==> config.mk <==
export PLATFORM = sky130hd
export DESIGN_NAME = alu_issue_ctrl_flat
export DESIGN_NICKNAME = d
export VERILOG_FILES = /design/src/rtl/alu_issue_ctrl_if.sv /design/src/rtl/alu_issue_ctrl.sv /design/src/flat_wrapper.sv
export SDC_FILE = /design/constraint.sdc
export NUM_CORES = 1
export LEC_CHECK = 0
export BUFFER_PORTS_ARGS = -buffer_cell sky130_fd_sc_hd__buf_2
export CORE_MARGIN = 1.5
export CORE_UTILIZATION = 36
export CTS_BUF_LIST = sky130_fd_sc_hd__clkbuf_2 sky130_fd_sc_hd__clkbuf_4 sky130_fd_sc_hd__clkbuf_8
export CTS_CLUSTER_DIAMETER = 30
export DETAILED_ROUTE_END_ITERATION = 8
export PLACE_DENSITY_LB_ADDON = 0.08
export SLEW_MARGIN = 10
export SYNTH_ARGS = -nofsm -noshare
export SYNTH_HDL_FRONTEND = slang
export SYNTH_SLANG_ARGS = --single-unit
==> constraint.sdc <==
create_clock -name clk -period 6.5 [get_ports clk]
set_input_delay 0.325 -clock clk [delete_from_list [all_inputs] [get_ports clk]]
set_output_delay 0.325 -clock clk [all_outputs]
set_load 0.005 [all_outputs]
==> src/rtl/alu_issue_ctrl_if.sv <==
// alu_issue_ctrl_if
// Command and result handshake channels of the ALU issue controller.
//   cmd_valid/cmd_ready : command offer / FIFO can accept
//   cmd_op, cmd_a, cmd_b, cmd_cin, cmd_use_acc, cmd_wr_acc : command payload
//   res_valid/res_ready : result available / consumer accepts
//   res_w, res_zero, res_neg : captured result and flags
// master: command producer and result consumer. slave: the issue controller.
interface alu_issue_ctrl_if #(
    parameter int DATA_W = 16,
    parameter int OP_W   = 3
);
    logic              cmd_valid;
    logic              cmd_ready;
    logic [OP_W-1:0]   cmd_op;
    logic [DATA_W-1:0] cmd_a;
    logic [DATA_W-1:0] cmd_b;
    logic              cmd_cin;
    logic              cmd_use_acc;
    logic              cmd_wr_acc;

    logic              res_valid;
    logic              res_ready;
    logic [DATA_W-1:0] res_w;
    logic              res_zero;
    logic              res_neg;

    modport master (
        output cmd_valid, cmd_op, cmd_a, cmd_b, cmd_cin, cmd_use_acc, cmd_wr_acc,
        input  cmd_ready,
        input  res_valid, res_w, res_zero, res_neg,
        output res_ready
    );

    modport slave (
        input  cmd_valid, cmd_op, cmd_a, cmd_b, cmd_cin, cmd_use_acc, cmd_wr_acc,
        output cmd_ready,
        output res_valid, res_w, res_zero, res_neg,
        input  res_ready
    );
endinterface

==> src/rtl/alu_issue_ctrl.sv <==
// alu_issue_ctrl
// Sequencing stage in front of a combinational ALU. Commands are buffered in
// a DEPTH-entry FIFO, issued one at a time onto registered ALU inputs, held
// for SETTLE cycles, then the ALU result/flags are captured into a result
// register (and optionally the accumulator) and offered on a valid/ready port.
// Ports:
//   clk, rst         : clock, synchronous active-high reset
//   bus (slave)      : command channel in, result channel out
//   alu_a/b/cin/op   : registered ALU operands, change only when a command issues
//   alu_w/zero/neg   : ALU result and flags
//   acc_q            : accumulator
//   busy             : FSM not idle or FIFO non-empty
module alu_issue_ctrl #(
    parameter int DATA_W = 16,
    parameter int OP_W   = 3,
    parameter int DEPTH  = 4,
    parameter int SETTLE = 2
) (
    input  logic              clk,
    input  logic              rst,
    alu_issue_ctrl_if.slave   bus,
    output logic [DATA_W-1:0] alu_a,
    output logic [DATA_W-1:0] alu_b,
    output logic              alu_cin,
    output logic [OP_W-1:0]   alu_op,
    input  logic [DATA_W-1:0] alu_w,
    input  logic              alu_zero,
    input  logic              alu_neg,
    output logic [DATA_W-1:0] acc_q,
    output logic              busy
);
    localparam int AW = (DEPTH > 1) ? $clog2(DEPTH) : 1;
    localparam int CW = (SETTLE > 1) ? $clog2(SETTLE) : 1;
    localparam int EW = OP_W + 2 * DATA_W + 3;

    localparam logic [1:0] IDLE  = 2'd0;
    localparam logic [1:0] DRIVE = 2'd1;
    localparam logic [1:0] HOLD  = 2'd2;

    logic [EW-1:0]     mem [DEPTH];
    logic [AW-1:0]     wr_ptr;
    logic [AW-1:0]     rd_ptr;
    logic [AW:0]       count;
    logic              full;
    logic              empty;
    logic              push;
    logic              pop;

    logic [1:0]        state;
    logic [CW-1:0]     cnt;
    logic              wr_acc_q;
    logic              res_valid_q;
    logic [DATA_W-1:0] res_w_q;
    logic              res_zero_q;
    logic              res_neg_q;

    logic [OP_W-1:0]   head_op;
    logic [DATA_W-1:0] head_a;
    logic [DATA_W-1:0] head_b;
    logic              head_cin;
    logic              head_use_acc;
    logic              head_wr_acc;

    assign full  = (count == (AW+1)'(DEPTH));
    assign empty = (count == '0);

    // Held low during reset so nothing is accepted until reset is released.
    assign bus.cmd_ready = !rst && !full;
    assign push          = bus.cmd_valid && bus.cmd_ready;

    // Issue from IDLE, or from HOLD on the same edge the result is taken.
    always_comb begin
        pop = 1'b0;
        if (!empty) begin
            if (state == IDLE)
                pop = 1'b1;
            else if (state == HOLD && bus.res_ready)
                pop = 1'b1;
        end
    end

    assign {head_op, head_a, head_b, head_cin, head_use_acc, head_wr_acc} = mem[rd_ptr];

    always_ff @(posedge clk) begin
        if (push)
            mem[wr_ptr] <= {bus.cmd_op, bus.cmd_a, bus.cmd_b,
                            bus.cmd_cin, bus.cmd_use_acc, bus.cmd_wr_acc};
    end

    always_ff @(posedge clk) begin
        if (rst) begin
            wr_ptr <= '0;
            rd_ptr <= '0;
            count  <= '0;
        end else begin
            if (push)
                wr_ptr <= wr_ptr + AW'(1);
            if (pop)
                rd_ptr <= rd_ptr + AW'(1);
            case ({push, pop})
                2'b10:   count <= count + (AW+1)'(1);
                2'b01:   count <= count - (AW+1)'(1);
                default: count <= count;
            endcase
        end
    end

    always_ff @(posedge clk) begin
        if (rst) begin
            state       <= IDLE;
            cnt         <= '0;
            wr_acc_q    <= 1'b0;
            alu_a       <= '0;
            alu_b       <= '0;
            alu_cin     <= 1'b0;
            alu_op      <= '0;
            res_valid_q <= 1'b0;
            res_w_q     <= '0;
            res_zero_q  <= 1'b0;
            res_neg_q   <= 1'b0;
            acc_q       <= '0;
        end else begin
            // A is resolved here, so a use_acc command sees any accumulator
            // write made by the command before it.
            if (pop) begin
                alu_a    <= head_use_acc ? acc_q : head_a;
                alu_b    <= head_b;
                alu_cin  <= head_cin;
                alu_op   <= head_op;
                wr_acc_q <= head_wr_acc;
                cnt      <= CW'(SETTLE - 1);
            end
            case (state)
                IDLE: begin
                    if (pop)
                        state <= DRIVE;
                end
                DRIVE: begin
                    if (cnt != '0) begin
                        cnt <= cnt - CW'(1);
                    end else begin
                        res_w_q     <= alu_w;
                        res_zero_q  <= alu_zero;
                        res_neg_q   <= alu_neg;
                        res_valid_q <= 1'b1;
                        if (wr_acc_q)
                            acc_q <= alu_w;
                        state <= HOLD;
                    end
                end
                HOLD: begin
                    if (bus.res_ready) begin
                        res_valid_q <= 1'b0;
                        state       <= empty ? IDLE : DRIVE;
                    end
                end
                default: state <= IDLE;
            endcase
        end
    end

    assign bus.res_valid = res_valid_q;
    assign bus.res_w     = res_w_q;
    assign bus.res_zero  = res_zero_q;
    assign bus.res_neg   = res_neg_q;
    assign busy          = (state != IDLE) || !empty;
endmodule

==> src/flat_wrapper.sv <==
// flat-port wrapper written by rule: the top's interface ports become plain ports
module alu_issue_ctrl_flat 
#(
    parameter int DATA_W = 16,
    parameter int OP_W   = 3,
    parameter int DEPTH  = 4,
    parameter int SETTLE = 2
)
  (clk, rst, alu_a, alu_b, alu_cin, alu_op, alu_w, alu_zero, alu_neg, acc_q, busy, bus_cmd_valid, bus_cmd_op, bus_cmd_a, bus_cmd_b, bus_cmd_cin, bus_cmd_use_acc, bus_cmd_wr_acc, bus_cmd_ready, bus_res_valid, bus_res_w, bus_res_zero, bus_res_neg, bus_res_ready);
  alu_issue_ctrl_if #(.DATA_W(DATA_W), .OP_W(OP_W)) bus_i ();
  input  logic clk;
  input  logic rst;
  output logic [DATA_W-1:0] alu_a;
  output logic [DATA_W-1:0] alu_b;
  output logic alu_cin;
  output logic [OP_W-1:0] alu_op;
  input  logic [DATA_W-1:0] alu_w;
  input  logic alu_zero;
  input  logic alu_neg;
  output logic [DATA_W-1:0] acc_q;
  output logic busy;
  input wire logic [$bits(bus_i.cmd_valid)-1:0] bus_cmd_valid;
  input wire logic [$bits(bus_i.cmd_op)-1:0] bus_cmd_op;
  input wire logic [$bits(bus_i.cmd_a)-1:0] bus_cmd_a;
  input wire logic [$bits(bus_i.cmd_b)-1:0] bus_cmd_b;
  input wire logic [$bits(bus_i.cmd_cin)-1:0] bus_cmd_cin;
  input wire logic [$bits(bus_i.cmd_use_acc)-1:0] bus_cmd_use_acc;
  input wire logic [$bits(bus_i.cmd_wr_acc)-1:0] bus_cmd_wr_acc;
  output wire logic [$bits(bus_i.cmd_ready)-1:0] bus_cmd_ready;
  output wire logic [$bits(bus_i.res_valid)-1:0] bus_res_valid;
  output wire logic [$bits(bus_i.res_w)-1:0] bus_res_w;
  output wire logic [$bits(bus_i.res_zero)-1:0] bus_res_zero;
  output wire logic [$bits(bus_i.res_neg)-1:0] bus_res_neg;
  input wire logic [$bits(bus_i.res_ready)-1:0] bus_res_ready;
  assign bus_i.cmd_valid = bus_cmd_valid;
  assign bus_i.cmd_op = bus_cmd_op;
  assign bus_i.cmd_a = bus_cmd_a;
  assign bus_i.cmd_b = bus_cmd_b;
  assign bus_i.cmd_cin = bus_cmd_cin;
  assign bus_i.cmd_use_acc = bus_cmd_use_acc;
  assign bus_i.cmd_wr_acc = bus_cmd_wr_acc;
  assign bus_cmd_ready = bus_i.cmd_ready;
  assign bus_res_valid = bus_i.res_valid;
  assign bus_res_w = bus_i.res_w;
  assign bus_res_zero = bus_i.res_zero;
  assign bus_res_neg = bus_i.res_neg;
  assign bus_i.res_ready = bus_res_ready;
  alu_issue_ctrl #(.DATA_W(DATA_W), .OP_W(OP_W), .DEPTH(DEPTH), .SETTLE(SETTLE)) u_core (.clk(clk), .rst(rst), .bus(bus_i), .alu_a(alu_a), .alu_b(alu_b), .alu_cin(alu_cin), .alu_op(alu_op), .alu_w(alu_w), .alu_zero(alu_zero), .alu_neg(alu_neg), .acc_q(acc_q), .busy(busy));
endmodule
==> metrics.yaml, run 1 <==
hold_class: "in2reg"
clkSlewWorstSetupHoldPaths_ns: 0.05
n_antenna_cell: 0
grt_pass1_vias: 5488
io_pins: 133
syn_area_mm2: 0.00871
ant_nets: 0
yosysTopAreaCellShare_pct: 52.4
overflow: 0
r2r-start: "u_core.count[2]$_SDFFE_PP0P_"
initial_utilization_pct: 36.9
leakage_nw: 4.09
syn_avg_cell_area_um2: 14.9
die_x_um: 159
route.met2.wl_um: 8800
critPathArrivalTime_ns: 3.78
maxCapViolCount: 0
ys_seq_area_share_pct: 71.7
synth_fp_nets: 650
outcome: "finished clean"
clk_latency_ns: 0.54
drc: 0
finalCritPeriodShare_pct: 51.1
share_comb_of_total_power_pct: 18.6
vias: 5311
synth-adder-area-share_pct: 0.948
final_max_slew_viol_count: 0
syn_to_final_growth_pct: 27.1
ys_top_cells_by_area: "edfxtp_1, dfxtp_1, mux4_2, nand2_1, a21oi_1"
cts_root_buf: "clkbuf_8"
synthCells: 584
dp_cells: 1003
antenna_found_initial: 0
synth-warning-count: 0
setup_slack_ns: 3.18
p_switching_w: 0.00124
critPathLaunchType: "register"
finalWirelength_um: 19200
hold_viol: 0
startpoint: "u_core.count[2]$_SDFFE_PP0P_"
cp-end-kind: "register"
synth_top_family_by_area: "multiplexers"
final.min_clock_period_ns: 3.32
grtUsageTotal_pct: 15.6
met1Wirelength_um: 8810
yosysTopAreaCell: "edfxtp_1"
dr.pass1.iters: 4
cp_cell_sequence: "nor3_1 -> or3_1 -> buf_4 -> clkinv_2 -> ha_1 -> inv_1 -> fa_1 -> xor2_1 -> or3_1 -> a21oi_1"
dp_hpwl_um: 11300
muxShareOfSynthArea_pct: 11.7
critPathKind: "reg2reg"
synthXorXnorAreaFrac_pct: 0.402
tns_ns: 0
slowest_delay_ns: 0.75
clkPwrFrac_pct: 38.0
synth_compound_area_share_pct: 5.54
instances_no_fill: 1129
cpLargestDelayFamily: "buffers and inverters"
seqPwrFrac_pct: 43.4
layout_common_cells: "edfxtp_1, buf_2, nand2_1"
grt_max_degree: 86
highest_layer: "met4"
path_max_fanout: 56
cts_sinks: 236
crit_top_cell: "or3_1"
fin_util_pct: 46.9
rsz0062_at_grt: "no"
io_buffers: 132
wire_per_inst_um: 17.0
internal_power_w: 0.00323
wl_met3_um: 1130
cts_tree: "built"
final_common_cell: "edfxtp_1"
synth-simple-area-share_pct: 7.08
fin_nets: 835
crit_buf_inv: 3
crit_path_top_delay_cell: "clkinv_2"
cts_buffers: 50
drive_gt1_share_pct: 33.8
ctsHtreeMaxLevel: 2
peakVddDrop_uv: 268
grt_pass1_wl_um: 29700
worstPathRequired_ns: 6.96
via_per_inst: 4.70
die_area_mm2: 0.0251
ff_latch_area_mm2: 0.00625
hold_start: "bus_cmd_a[13]"
cts_buffer_depth: 3
max_freq_ghz: 0.301
skew_ns: 0.0254
core_area_mm2: 0.0236
drt_iter0_markers: 224
gp_congestion: 0.671
swShare_pct: 27.8
total_power_w: 0.00448
multi_input_area_mm2: 0.00224
dpl_worst_slack_ns: 3.13
die_y_um: 159
power_density_mw_per_mm2: 404
synth_cell_types: 32
setup_viol: 0
synth-seq-cells: 236
worstMarginPinSlew_ns: 1.15
rows: 56
maxSlewHeadroom_pct: 23.0
nFillCells: 2168
## timing repair
item                                    in CTS  in global routing
endpoints found under the hold margin      120                  0
buffers inserted                             0                  0
endpoints found under the setup margin       0                  0
resized for setup                            0                  0
hold buffers                                33                  0
## kinds of logic (layout without fill, tap and decap cells)
kind of cell               after synthesis  after routing
xor gates and xnor gates                 4              4
AOI/OAI and AO/OA                       85             85
buffers and inverters                   46            272
muxes                                   54             54
and+or+nand+nor                        153            153
adders and majority gates                6              6
DFF                                    236            236
## per-stage QoR
| stage | hold slack [ns] | cell area, um2 |
|---|---|---|
| 2_1_floorplan | 0.424 | 8710 |
| 3_3_place_gp | 0.438 | 9620 |
| 3_5_place_dp | 0.444 | 9620 |
| 4_1_cts | 0.00132 | 11100 |
| 5_1_grt | 0.00653 | 11100 |
| 6_report | 0.0318 | 11100 |
## state kept, by name, summed over array words and instances, names as in the netlist, 3 cells and up, named ones only
| name | cells |
|---|---|
| u_core.mem | 152 |
| u_core.acc_q | 16 |
| u_core.alu_a | 16 |
| u_core.alu_b | 16 |
| u_core.bus.res_w | 16 |
| u_core.alu_op | 3 |
| u_core.count | 3 |
## final timing paths
kind / depth (start not counted) / to / slack (ns)
max reg2reg: 10 / u_core.count[2]$_SDFFE_PP0P_ / 3.18
min reg2reg: 2 / u_core.bus.res_w[11]$_SDFFE_PP0P_ / 0.45
min: 1 / u_core.mem[3][32]$_DFFE_PP_ / 0.03
max: 10 / u_core.count[2]$_SDFFE_PP0P_ / 3.18
## power by group through the flow
| stage | clock (W) | sequential, W | combinational (W) |
|---|---|---|---|
| 2_1_floorplan | 0 | 0.00191 | 0.000609 |
| 5_1_grt | 0.00182 | 0.00198 | 0.000937 |
| 3_3_place_gp | 0 | 0.00197 | 0.000821 |
| 3_5_place_dp | 0 | 0.00198 | 0.000834 |
| 4_1_cts | 0.00175 | 0.00195 | 0.000853 |
| 6_report | 0.00170 | 0.00194 | 0.000834 |
## cell usage after synthesis
cell type / n
a211oi_1: 16
a211oi_2: 1
a21oi_1: 62
and2_1: 4
and2b_1: 1
and3b_1: 1
buf_1: 2
buf_2: 10
buf_4: 5
buf_6: 4
clkbuf_1: 14
clkinv_2: 1
dfxtp_1: 84
edfxtp_1: 152
fa_1: 1
ha_1: 5
inv_1: 10
mux2i_1: 16
mux4_2: 38
nand2_1: 112
nand2b_1: 1
nand3b_1: 2
nor2_1: 26
nor2b_1: 2
nor3_1: 1
o211a_1: 1
o21ai_0: 3
o21bai_1: 1
o31ai_1: 1
or3_1: 3
xnor2_1: 2
xor2_1: 2
## layout make-up
cell class                      instances  share of cell area [%]
Sequential cell                       236                    56.4
Clock buffer                           69                    7.95
Clock inverter                         24                    2.24
Inverter                               11                   0.384
Timing Repair Buffer                  168                    9.17
Tap cell                              319                    3.60
Multi-Input combinational cell        302                    20.2
## layer usage
metal | GRT usage [%] | vias to the layer above
met4 | 5.43 | 0
met5 | 0 | -
li1 | - | 2532
met3 | 3.67 | 37
met2 | 25.8 | 164
met1 | 20.2 | 2578
## worst reg2reg max path, stage by stage (launching register included)
cell and delay, ns:
dfxtp_1 0.34, nor3_1 0.30, or3_1 0.16, buf_4 0.31, clkinv_2 0.75, ha_1 0.58
inv_1 0.09, fa_1 0.17, xor2_1 0.07, or3_1 0.31, a21oi_1 0.16
Power figures use the tool's default switching activity.
==> run 2, diff against run 1 <==
==> constraint.sdc (replaced) <==
create_clock -name clk -period 3.35 [get_ports clk]
set_input_delay 0.1675 -clock clk [delete_from_list [all_inputs] [get_ports clk]]
set_output_delay 0.1675 -clock clk [all_outputs]
set_load 0.005 [all_outputs]
==> metrics.yaml, run 2 (synthesized netlist as in run 1, its figures left out) <==
die_y_um: 159  # unchanged
reg2reg_depth: 9  # -1
worstMarginPinSlew_ns: 0.947  # -0.207 ns
leakage_nw: 4.23  # +3.3%
grt_max_degree: 85  # -1.2%
grtUsageTotal_pct: 16.0  # +0.40 points
max_freq_ghz: 0.443  # +47%
drc: 0  # unchanged
cts_buffer_depth: 3  # unchanged
layout_common_cells: "edfxtp_1, buf_2, nand2_1"
post-cts-setup-buffer-count: 0  # unchanged
rrSetupSlack_ns: 1.09  # -2.09 ns
slowest_delay_ns: 0.39  # -0.36 ns
rsz0062_at_grt: "no"
cts_tree: "built"
fin_util_pct: 48.2  # +1.3 points
finalWirelength_um: 19600  # +2.5%
cts_root_buf: "clkbuf_8"
rows: 56  # unchanged
grt_pass1_vias: 5587  # +1.8%
cp_cell_sequence: "nor3_1 -> or3_1 -> clkinv_2 -> ha_1 -> inv_1 -> fa_1 -> xor2_1 -> or3_1 -> a21oi_1"
top_register: "u_core.mem"
internal_power_w: 0.00628  # +94%
wire_per_inst_um: 17.0  # about the same
largest_reg_flops: 152  # unchanged
critPathKind: "reg2reg"
maxCapViolCount: 0  # unchanged
vias: 5391  # +1.5%
dr.pass1.iters: 6  # +2
path_max_fanout: 5  # -91%
die_area_mm2: 0.0251  # unchanged
syn_to_final_growth_pct: 30.6
die_x_um: 159  # unchanged
fin_nets: 866  # +3.7%
cp-end-kind: "register"
overflow: 0  # unchanged
critPathLaunchType: "register"
hold_class: "in2reg"
cts_sinks: 236  # unchanged
crit_top_cell: "or3_1"
cts_buffers: 48  # -4.0%
io_pins: 133  # unchanged
io_buffers: 132  # unchanged
worstPathRequired_ns: 3.80  # -3.16 ns
finalInstanceArea_mm2: 0.0114  # +2.7%
via_per_inst: 4.66  # -1.0%
clk_latency_ns: 0.55  # about the same
n_antenna_cell: 0  # unchanged
finalCritPeriodShare_pct: 67.3  # +16 points
skew_ns: 0.0253  # -0.0000676 ns
ctsHtreeMaxLevel: 2  # unchanged
ant_nets: 0  # unchanged
final_common_cell: "edfxtp_1"
holdPathStages: 5  # +4
maxSlewHeadroom_pct: 36.8  # +14 points
nFillCells: 2128  # -1.8%
tns_ns: 0  # unchanged
hold_viol: 0  # unchanged
p_switching_w: 0.00239  # +92%
clkPwrFrac_pct: 37.3  # -0.7 points
drt_iter0_markers: 283  # +26%
peakVddDrop_uv: 356  # +33%
critPathArrivalTime_ns: 2.71  # -1.07 ns
r2r-start: "u_core.count[2]$_SDFFE_PP0P_"
drive_gt1_share_pct: 32.3  # -1.5 points
final_max_slew_viol_count: 0  # unchanged
hold_start: "rst"
swShare_pct: 27.6  # -0.22 points
power_density_mw_per_mm2: 762  # +88%
dp_hpwl_um: 12000  # +6.7%
hold_end: "u_core.wr_ptr[1]$_SDFFE_PP0P_"
setup_viol: 0  # unchanged
crit_path_top_delay_cell: "dfxtp_1"
core_area_mm2: 0.0236  # unchanged
antenna_found_initial: 0  # unchanged
grt_pass1_wl_um: 30200  # +1.8%
share_comb_of_total_power_pct: 19.6  # +1.0 points
dpl-instance-area_mm2: 0.00972  # +1.1%
outcome: "finished clean"
reg2reg_to: "u_core.count[2]$_SDFFE_PP0P_"
gp_congestion: 0.688  # +2.5%
final.min_clock_period_ns: 2.26  # -1.06 ns
clkSlewWorstSetupHoldPaths_ns: 0.05  # about the same
total_power_w: 0.00867  # +94%
initial_utilization_pct: 36.9  # unchanged
seqPwrFrac_pct: 43.0  # -0.4 points
-- run 2: critical path, delay by kind of cell (launching register included) --
kind	cells	cell delay, ns
buffers and inverters	2	0.13
flip-flops	1	0.39
AND/OR/NAND/NOR	3	0.79
adder cells (fa/ha/maj)	2	0.56
AO/OA/AOI/OAI	1	0.13
XOR/XNOR	1	0.17
-- run 2: layout make-up --
| cell class | count | area, um2 | share of cell area [%] |
|---|---|---|---|
| timing repair buffer | 201 | 1360 | 12.0 |
| inverter | 11 | 42.5 | 0.374 |
| multi-input combinational | 302 | 2240 | 19.7 |
| tap | 319 | 399 | 3.51 |
| clock buffer | 61 | 777 | 6.83 |
| clock inverter | 28 | 308 | 2.71 |
| sequential | 236 | 6250 | 54.9 |
-- run 2: stage by stage --
stage | std cells | setup slack [ns] | hold WS, ns
after floorplan | 584 | 0.857 | 0.266
after global placement | 1012 | 1.15 | 0.381
after detailed placement | 1012 | 1.09 | 0.387
after CTS | 1158 | 1.08 | 0.0460
after global routing | 1158 | 0.930 | 0.0840
final | 1158 | 1.09 | 0.0789
-- run 2: metal layers --
layer	vias to the layer above	global-route usage, %	share of wire [%]
li1	2595	-	-
met5	-	0	0
met1	2582	20.7	46
met2	176	26.1	46
met3	38	4.30	6.9
met4	0	5.47	2.0
-- run 2: timing repair --
item	4_1_cts	5_1_grt
resized for setup	0	0
setup endpoints to repair	0	0
hold endpoints to repair	188	0
hold buffers	57	0
-- run 2: worst max-delay path by stage --
stage / startpoint / end / depth (start not counted)
after floorplan: u_core.count[0]$_SDFFE_PP0P_ / u_core.count[2]$_SDFFE_PP0P_ / 12
after global placement: u_core.count[0]$_SDFFE_PP0P_ / u_core.mem[2][14]$_DFFE_PP_ / 5
after detailed placement: u_core.count[2]$_SDFFE_PP0P_ / u_core.count[2]$_SDFFE_PP0P_ / 9
after CTS: u_core.count[2]$_SDFFE_PP0P_ / u_core.count[2]$_SDFFE_PP0P_ / 9
after global routing: u_core.count[2]$_SDFFE_PP0P_ / u_core.count[2]$_SDFFE_PP0P_ / 9
final: u_core.count[2]$_SDFFE_PP0P_ / u_core.count[2]$_SDFFE_PP0P_ / 9
-- run 2: power by group through the flow --
stage               Sequential [W]  Clock, W  Combinational, W
floorplan                  0.00370         0           0.00118
global placement           0.00378         0           0.00167
detailed placement         0.00380         0           0.00169
CTS                        0.00374   0.00333           0.00175
global route               0.00379   0.00348           0.00191
finish                     0.00373   0.00324           0.00170
==> run 3, diff against run 2 <==
==> constraint.sdc (replaced) <==
create_clock -name clk -period 1.89 [get_ports clk]
set_input_delay 0.0945 -clock clk [delete_from_list [all_inputs] [get_ports clk]]
set_output_delay 0.0945 -clock clk [all_outputs]
set_load 0.005 [all_outputs]
==> metrics.yaml, run 3 (synthesized netlist as in run 1, its figures left out) <==
antenna_found_initial: 2  # +2
wire_per_inst_um: 16.5  # -2.7%
peakVddDrop_uv: 811  # +130%
finalCritPeriodShare_pct: 108  # +40 points
worstPathRequired_ns: 2.35  # -1.45 ns
setup_viol: 1  # +1
hold_class: "in2reg"
cts_buffers: 51  # +6.3%
dpl_worst_slack_ns: -0.184  # -1.28 ns
ff_latch_area_mm2: 0.00626  # about the same
hold_slack_ns: 0.0264  # -0.0525 ns
grt_max_degree: 85  # unchanged
die_area_mm2: 0.0251  # unchanged
ctsHtreeMaxLevel: 2  # unchanged
cts_buffer_depth: 3  # unchanged
critPathKind: "reg2reg"
die_x_um: 159  # unchanged
outcome: "finished, violations left"
fin_nets: 883  # +2.0%
finalInstanceArea_mm2: 0.0117  # +3.2%
grtUsageTotal_pct: 15.7  # -0.28 points
cp-end-kind: "register"
hold_end: "u_core.wr_ptr[1]$_SDFFE_PP0P_"
max_freq_ghz: 0.492  # +11%
layout_common_cells: "edfxtp_1, buf_2, nand2_1"
holdPathStages: 5  # unchanged
cts_root_buf: "clkbuf_8"
nFillCells: 2104  # -1.1%
syn_to_final_growth_pct: 34.7
critPathArrivalTime_ns: 2.49  # -0.22 ns
via_per_inst: 4.63  # -0.60%
final.min_clock_period_ns: 2.03  # -0.223 ns
io_pins: 133  # unchanged
skew_ns: 0.0195  # -0.00586 ns
gp_congestion: 0.666  # -3.2%
io_buffers: 132  # unchanged
leakage_nw: 4.39  # +3.9%
clk_latency_ns: 0.55  # about the same
core_area_mm2: 0.0236  # unchanged
rows: 56  # unchanged
finalWirelength_um: 19500  # -0.97%
overflow: 0  # unchanged
path_max_fanout: 2  # -3
grt_pass1_wl_um: 29900  # -0.78%
clkSlewWorstSetupHoldPaths_ns: 0.05  # about the same
power_density_mw_per_mm2: 1370  # +80%
violations: "negative setup slack"
post-cts-setup-buffer-count: 0  # unchanged
tns_ns: -0.143  # -0.143 ns
cts_sinks: 236  # unchanged
reg2reg_depth: 9  # unchanged
drt_iter0_markers: 211  # -25%
reg2reg_to: "u_core.count[2]$_SDFFE_PP0P_"
hold_viol: 0  # unchanged
drc: 0  # unchanged
final_max_slew_viol_count: 0  # unchanged
worstMarginPinSlew_ns: 0.983  # +0.0358 ns
largest_reg_flops: 152  # unchanged
ant_nets: 0  # unchanged
initial_utilization_pct: 36.9  # unchanged
dpl-instance-area_mm2: 0.00994  # +2.3%
multi_input_area_mm2: 0.00228  # +1.8%
maxCapViolCount: 0  # unchanged
r2r-start: "u_core.state[1]$_SDFFE_PP0P_"
rrSetupSlack_ns: -0.14  # -1.24 ns
maxSlewHeadroom_pct: 34.5  # -2.4 points
critPathLaunchType: "register"
rsz0062_at_grt: "yes"
vias: 5456  # +1.2%
top_register: "u_core.mem"
hold_start: "rst"
dr.pass1.iters: 4  # -2
drive_gt1_share_pct: 35.6  # +3.3 points
final_common_cell: "edfxtp_1"
setup_slack_ns: -0.143  # -1.24 ns
grt_pass1_vias: 5751  # +2.9%
dp_hpwl_um: 11800  # -2.0%
cts_tree: "built"
die_y_um: 159  # unchanged
==> run 3: cell types whose count changed in the layout (fill, tap and decap cells not counted), sizes merged <==
| cell | change |
|---|---|
| clkbuf | +16 |
| buf | +14 |
| clkinv | -9 |
| diode | +1 |
| inv | -1 |
==> run 3: worst max-delay path by stage <==
| stage | from | endpoint | depth (start not counted) |
|---|---|---|---|
| 3_5_place_dp | u_core.count[1]$_SDFFE_PP0P_ | u_core.count[2]$_SDFFE_PP0P_ | 9 |
| 4_1_cts | u_core.state[1]$_SDFFE_PP0P_ | u_core.count[2]$_SDFFE_PP0P_ | 9 |
| 6_report | u_core.state[1]$_SDFFE_PP0P_ | u_core.count[2]$_SDFFE_PP0P_ | 9 |
| 5_1_grt | u_core.state[1]$_SDFFE_PP0P_ | u_core.count[2]$_SDFFE_PP0P_ | 9 |
| 2_1_floorplan | u_core.state[1]$_SDFFE_PP0P_ | u_core.count[2]$_SDFFE_PP0P_ | 12 |
| 3_3_place_gp | u_core.count[1]$_SDFFE_PP0P_ | u_core.count[2]$_SDFFE_PP0P_ | 9 |
==> run 3: what timing repair did <==
item | 4_1_cts | 5_1_grt
hold buffers | 57 | 0
resized for setup | 2 | 4
pin swaps | 1 | 0
hold endpoints to repair | 188 | 0
endpoints found under the setup margin | 2 | 11
==> run 3: layer usage <==
layer / wire length, um / GRT usage (%) / up-vias
met4: 460 / 6.28 / 2
li1: - / - / 2627
met2: 9470 / 27.1 / 158
met3: 1260 / 4.22 / 38
met5: 7 / 0 / -
met1: 8260 / 18.7 / 2631
==> run 3: critical path, stage by stage, from the launching register on <==
cell      delay (ns)
dfxtp_2         0.31
nor2b_1         0.12
or3_4           0.35
clkinv_4        0.07
ha_4            0.13
inv_2           0.03
fa_2            0.32
xor2_1          0.16
or3_1           0.34
a21oi_2         0.12
==> run 3: metrics by stage <==
stage	std cells	total power (W)	utilization (%)
2_1_floorplan	584	0.00873	-
3_3_place_gp	1026	0.00982	42.1
3_5_place_dp	1026	0.00990	42.1
4_1_cts	1178	0.0163	49.6
5_1_grt	1178	0.0170	49.7
6_report	1179	0.0161	49.7
==> run 3: cell type report <==
cell class	count	share of cell area (%)
multi-input combinational	302	19.4
clock inverter	18	2.04
timing repair buffer	215	13.2
clock buffer	77	8.18
antenna	1	0.0213
sequential	236	53.3
inverter	11	0.394
tap	319	3.40
==> run 3: power breakdown <==
part           switching (W)  internal, W
Clock                0.00219      0.00405
Combinational        0.00176      0.00161
Sequential          0.000309      0.00616
